==> config.mk <==
export PLATFORM = sky130hd
export DESIGN_NAME = burst_buffer
export DESIGN_NICKNAME = d
export VERILOG_FILES = /design/src/rtl/burst_buffer_pkg.sv /design/src/rtl/burst_buffer.sv
export SDC_FILE = /design/constraint.sdc
export NUM_CORES = 1
export LEC_CHECK = 0
export BUFFER_PORTS_ARGS = -buffer_cell sky130_fd_sc_hd__buf_4
export CAP_MARGIN = 20
export CORE_UTILIZATION = 51
export CTS_BUF_LIST = sky130_fd_sc_hd__clkbuf_8 sky130_fd_sc_hd__clkbuf_16
export DETAILED_ROUTE_END_ITERATION = 6
export PLACE_DENSITY = 0.8
export SETUP_SLACK_MARGIN = 0.05
export SLEW_MARGIN = 15
export SYNTH_ARGS = -nofsm -noshare
export SYNTH_HDL_FRONTEND = slang
export SYNTH_SLANG_ARGS = --single-unit
export TNS_END_PERCENT = 1
==> constraint.sdc <==
create_clock -name clk -period 1.7 [get_ports clk]
set_input_delay 0.255 -clock clk [delete_from_list [all_inputs] [get_ports clk]]
set_output_delay 0.255 -clock clk [all_outputs]
set_load 0.005 [all_outputs]
==> src/rtl/burst_buffer_pkg.sv <==
// Shared definitions for burst_buffer: state encoding and counter sizing.
package burst_buffer_pkg;

  localparam int unsigned STATE_W = 1;

  // Discarding pipeline-fill samples / packing burst samples
  localparam logic [STATE_W-1:0] S_SKIP = 1'b0;
  localparam logic [STATE_W-1:0] S_FILL = 1'b1;

  // Counter must reach max(initial_latency, m) without wrapping early
  function automatic int unsigned cnt_width(input int unsigned initial_latency,
                                            input int unsigned m);
    int unsigned mx;
    mx = (initial_latency > m) ? initial_latency : m;
    if (mx == 0) begin
      return 1;
    end
    return int'($clog2(mx + 1));
  endfunction

endpackage

==> src/rtl/burst_buffer.sv <==
// Serial-to-parallel burst collector: drops INITIAL_LATENCY fill samples after
// reset/clear, then packs every M accepted samples into one parallel word and
// strobes out_valid for one cycle per completed burst.
// Optional build macro BURST_BUFFER_HOLD_EN: data_out comes from a separate
// bank that captures each completed burst and holds it until the next one.
module burst_buffer
  import burst_buffer_pkg::*;
#(
  parameter int unsigned INITIAL_LATENCY = 3,
  parameter int unsigned M               = 5,
  parameter int unsigned PRECISION       = 5
) (
  input  logic                 clk,
  input  logic                 rst_n,
  input  logic                 clr,
  input  logic                 ce,
  input  logic [PRECISION-1:0] data_in,
  output logic [PRECISION-1:0] data_out [M-1:0],
  output logic                 out_valid
);

  localparam int unsigned CW = cnt_width(INITIAL_LATENCY, M);
  localparam int unsigned BW = M * PRECISION;

  // With no fill to discard, reset and clear land directly in FILL
  localparam logic [STATE_W-1:0] START_STATE = (INITIAL_LATENCY == 0) ? S_FILL : S_SKIP;
  localparam logic [CW-1:0]      SKIP_LAST   =
    CW'((INITIAL_LATENCY == 0) ? 32'd0 : INITIAL_LATENCY - 32'd1);
  localparam logic [CW-1:0]      FILL_LAST   = CW'(M - 32'd1);

  logic [STATE_W-1:0]          state_q, state_d;
  logic [CW-1:0]               cnt_q, cnt_d;
  logic                        valid_q, valid_d;
  // Packed shift register: slice 0 is the oldest sample, slice M-1 the newest
  logic [M-1:0][PRECISION-1:0] sreg_q, sreg_d;
  logic [M-1:0][PRECISION-1:0] bank_c;

  // Next-state, counter, shift and strobe logic
  always_comb begin
    state_d = state_q;
    cnt_d   = cnt_q;
    valid_d = 1'b0;
    sreg_d  = sreg_q;
    if (clr) begin
      state_d = START_STATE;
      cnt_d   = '0;
    end else if (ce) begin
      case (state_q)
        S_SKIP: begin
          if (cnt_q == SKIP_LAST) begin
            state_d = S_FILL;
            cnt_d   = '0;
          end else begin
            cnt_d = cnt_q + CW'(1);
          end
        end
        S_FILL: begin
          // Oldest sample falls off slice 0, data_in enters slice M-1
          sreg_d = BW'({data_in, sreg_q} >> PRECISION);
          if (cnt_q == FILL_LAST) begin
            cnt_d   = '0;
            valid_d = 1'b1;
          end else begin
            cnt_d = cnt_q + CW'(1);
          end
        end
        default: begin
          state_d = START_STATE;
          cnt_d   = '0;
        end
      endcase
    end
  end

  // State, counter, strobe and shift register flops
  always_ff @(posedge clk or negedge rst_n) begin
    if (!rst_n) begin
      state_q <= START_STATE;
      cnt_q   <= '0;
      valid_q <= 1'b0;
      sreg_q  <= '0;
    end else begin
      state_q <= state_d;
      cnt_q   <= cnt_d;
      valid_q <= valid_d;
      sreg_q  <= sreg_d;
    end
  end

`ifdef BURST_BUFFER_HOLD_EN
  logic [M-1:0][PRECISION-1:0] hold_q, hold_d;

  // Capture the burst that completes on this edge; clr leaves it untouched
  always_comb begin
    hold_d = hold_q;
    if (valid_d) begin
      hold_d = sreg_d;
    end
  end

  // Hold bank flops, cleared only by rst_n
  always_ff @(posedge clk or negedge rst_n) begin
    if (!rst_n) begin
      hold_q <= '0;
    end else begin
      hold_q <= hold_d;
    end
  end

  assign bank_c = hold_q;
`else
  assign bank_c = sreg_q;
`endif

  // Unpack the output bank onto the per-sample output array
  for (genvar g = 0; g < M; g++) begin : g_out
    assign data_out[g] = bank_c[g];
  end

  assign out_valid = valid_q;

endmodule

# --- Word-level counts from Yosys, hierarchy flattened ---
# Cells that the tools add are included.
word_totals:
  regBits: 30
  in_bits: 9
  output_inout_bits: 26
  wordCells: 28
op_classes:
  addsub: 1
  eq_ne: 2
  mux: 13
  bitwise: 2
  n_reduce_logical: 2
op_table:
  columns: ["op", "count"]
  rows:
  - ["two-way mux 3 bit", 4]
  - ["two-way mux 1 bit", 8]
  - ["one-hot mux 3 bit (2 select lines)", 1]
  - ["adder 3 x 1 -> 3 bit, second input constant", 1]
  - ["== test 3 x 2 -> 1 bit, second input constant", 1]
  - ["== test 3 bit, second input constant", 1]
  - ["AND reduction 3 bit", 1]
  - ["inverter 1 bit", 2]
  - ["nonzero test 2 bit", 1]

# --- Depth between registers and ports, before layout ---
depth:
  ltp_word: 5
  mapped_depth: 5
  mapped_depth_nobuf: 5

# --- Worst setup path before layout ---
# OpenSTA, ideal clock, no wires.
synth_timing:
  kind: "reg-to-reg"
  startpoint: "reg cnt_q[0]"
  endpoint: "reg cnt_q[0]"
  setup_ps: 124
  arrival_ps: 1267
  required_ps: 1576
  setup_slack_ps: 309
  stages_incl_launch_ff: 6
  path_buffers: 0
  period_less_slack_ps: 1391
  path_cell_list: "dfrtp_1 > inv_1 > ha_1 > or3b_2 > nand4_1 > o31ai_1"
synth_via:
  elab_chain_cells: 5
  word_cells_on_any_way: 8
  cone_classes: "add/sub: 1; eq/ne: 2; mux: 5"
synth_rtl:
  columns: ["item", "line_no", "rtl"]
  rows:
  - ["from (decl)", "burst_buffer.sv:32", "logic [CW-1:0] cnt_q, cnt_d;"]
  - ["from (signal assigned)", "burst_buffer.sv:84", "cnt_q <= cnt_d;"]
  - ["adder 3 x 1 -> 3 bit, or another cell as far along", "burst_buffer.sv:54, burst_buffer.sv:64", null]
  - ["two-way mux 3 bit, on equally long branches", "burst_buffer.sv:60, burst_buffer.sv:50", null]
  - ["one-hot mux 3 bit (2 select lines) *", "burst_buffer.sv:48", "case (state_q)"]
  - ["two-way mux 3 bit *", "burst_buffer.sv:47", "end else if (ce) begin"]
  - ["two-way mux 3 bit *", "burst_buffer.sv:44", "if (clr) begin"]
# Every way passes the cells marked *; elsewhere a longest branch is shown, timed or not. The select of a mux whose other input is x is not followed.
# A chain may end at the register's enable or synchronous reset.

# --- Final worst setup path ---
# Same ends and word-level chain as after synthesis.

==> run summary <==
outcome - finished with violations
failing checks - DRC
H-Tree Level Count - 2
total die area - 2830 um^2
Post-synth EDFFs - 0
register area share after synthesis - 56.2%
Synth top cells by count - dfrtp_1 (30), mux2_4 (19), mux2_2 (7), ha_1 (4)
kind of critical path - reg2reg
Synth Area per Inst - 15.7 um^2
P per Cell Area - 887 nW/um^2
LEAKAGE - 0.944 nW
DR pass1 iterations - 6
highest-delay cell along the critical path - or3b_2
setup violators final - 0
hold buffers post-CTS - 1
Slew Viols, Final - 0
Rel. slew slack - 69.0%
Total GRT Usage - 19.1%
critical path capture point type - flop
post-CTS setup buffers - 0
Initial Utilization - 53.9%
Worst Path Buf+Inv - 1
number of synthesized register bits - 30
post-synth top area share - 56.2%
area of the multi-input gates - 537 um^2
vias in the first global route - 734
vias - 786
CTS Buffer Depth - 2
Clk pwr share - 37.2%
area grow syn2layout - 26.0%
async set-or-reset flop fraction in the synthesized netlist - 100%
pin count of the biggest net entering global routing - 31
register area - 751 um^2
crit start category - flop
first-pass GRT wire length - 3520 um
Pint - 0.00116 W
grt ovf - 0
share of layout cells above drive strength 1 - 55.7%
synthesized area - 1340 um^2
routed vias/inst - 5.17
Worst Path Required - 1860 ps
arrival time at the worst endpoint - 1700 ps
Flop pwr share - 52.3%
Die Ht - 53.2 um
Period Utilization, post-route - 90.6%
Final ANT Viol Nets - 0
CTS tree - done
Post-DP HPWL - 1610 um
final hold violations - 0
Main synth FF type - dfrtp_1
Max Clk Rate - 0.649 GHz
unrepaired setup endpoints after global routing - no
Area after DPL - 1590 um^2
Cells after Synth - 85
clock period minus final worst setup slack - 1540 ps
routed wire length - 2360 um
Distinct cells, synth - 20
slowest stage delay, CP - 460 ps
worst IR drop on VDD - 0.765 mV
Avg WL per Cell - 15.5 um
# DRC - 2
PortBufs - 34
area leader, netlist - dfrtp_1
Max-Cap Viols - 0
hold crit path type - in2reg
P_sw - 0.000336 W
cell family with most CP delay - simple AND/OR/NAND/NOR gates
fin nets - 136
die width - 53.2 um
core area - 2480 um^2
Ant. Diodes - 0
yosys warns - 0
clock root cell - clkbuf_8
Final Cell Area - 1680 um^2
CTS resizes - 0
1st-iter DRT viols - 14
most common cell in the netlist - dfrtp_1
io pins - 35
syn_nets - 98
Worst-Skew Late Latency - 280 ps
Final Skew - 1.64 ps
Clock Sinks - 30
combinational share of power - 10.4%
CP Max Fanout - 4
cell chain of the critical path - inv_1 > ha_1 > or3b_2 > nand4_1 > o31ai_1
register clock-pin slew on the reported worst setup and hold paths - 60 ps
CTS Buf Count - 5
initial antenna violation count - 0
switching share of power - 22.5%
final hold slack - 171 ps
# fillers - 182
setup TNS - 0 ps
synth top area cells - dfrtp_1 (56%), mux2_4 (21%), mux2_2 (5.9%)
Least-Margin Pin Slew - 465 ps
site row count - 18
RD Place Congestion - 0.784
cells by family (layout without fill, tap and decap cells):
kind of cell	Yosys count	in the layout	share of synthesized area (%)
AOI/OAI and AO/OA	7	7	3.65
muxes	26	26	27.2
and+or+nand+nor	11	11	5.52
adders and majority gates	4	4	3.75
buffers and inverters	7	44	3.65
DFF	30	30	56.2
per-layer routing:
layer	GRT usage, %	vias to the layer above	share of wire [%]	wire length [um]
met5	0	-	0	0
met4	14.5	0	1.3	31
met3	7.18	3	5.1	120
met2	28.3	22	51	1200
met1	22.1	392	43	1000
li1	-	369	-	-
power by group through the flow:
stage | registers, W | logic, W | clock network, W
after floorplan | 0.000789 | 0.0000705 | 0
after global placement | 0.000790 | 0.000151 | 0
after detailed placement | 0.000793 | 0.000157 | 0
after CTS | 0.000781 | 0.000159 | 0.000572
after global routing | 0.000784 | 0.000172 | 0.000599
final | 0.000781 | 0.000156 | 0.000557
cell usage in the layout, fill, tap and decap left out, types with 2 or more instances in the layout:
| master | synthesis | layout |
|---|---|---|
| ha_1 | 4 | 4 |
| dfrtp_1 | 30 | 30 |
| nand2b_1 | 3 | 3 |
| clkbuf_8 | 0 | 6 |
| inv_1 | 3 | 3 |
| mux2_2 | 7 | 7 |
| buf_4 | 2 | 34 |
| mux2_4 | 19 | 19 |
| a31oi_1 | 2 | 2 |
| nor2_1 | 3 | 3 |
cell type report:
type	instances	area share [%]
inverters	3	0.669
flip-flops and latches	30	44.6
well taps	30	2.23
multi-input cells	48	31.9
repair buffers	35	15.8
clock buffers	6	4.90
metrics by stage:
stage	util, %	cells	power (W)	setup WS [ps]
3_3_place_gp	64.2	145	0.000941	245
4_1_cts	68.0	152	0.00151	175
2_1_floorplan	-	85	0.000859	309
5_1_grt	68.0	152	0.00156	94.1
3_5_place_dp	64.2	145	0.000950	186
6_report	68.0	152	0.00149	160
sequential cells by signal, indices dropped and copies added, names as in the netlist:
name,flops
data_out,25
cnt_q,3
out_valid,1
state_q,1
final timing paths:
| kind | startpoint | end | slack (ps) | cells past startpoint |
|---|---|---|---|---|
| min in group asynchronous | rst_n | data_out[4] | 430 | 2 |
| min reg2reg | data_out[3] | data_out[3] | 530 | 1 |
| max | cnt_q[0] | cnt_q[0] | 160 | 5 |
| min | clr | cnt_q[1] | 170 | 2 |
| max in group asynchronous | rst_n | data_out[16] | 990 | 2 |
| max reg2reg | cnt_q[0] | cnt_q[0] | 160 | 5 |
worst reg2reg max path: stages, from the launching register on:
cell     delay [ps]
dfrtp_1         420
inv_1           130
ha_1            230
or3b_2          460
nand4_1         110
o31ai_1          70
No activity file was read; power rests on OpenSTA's default activity.
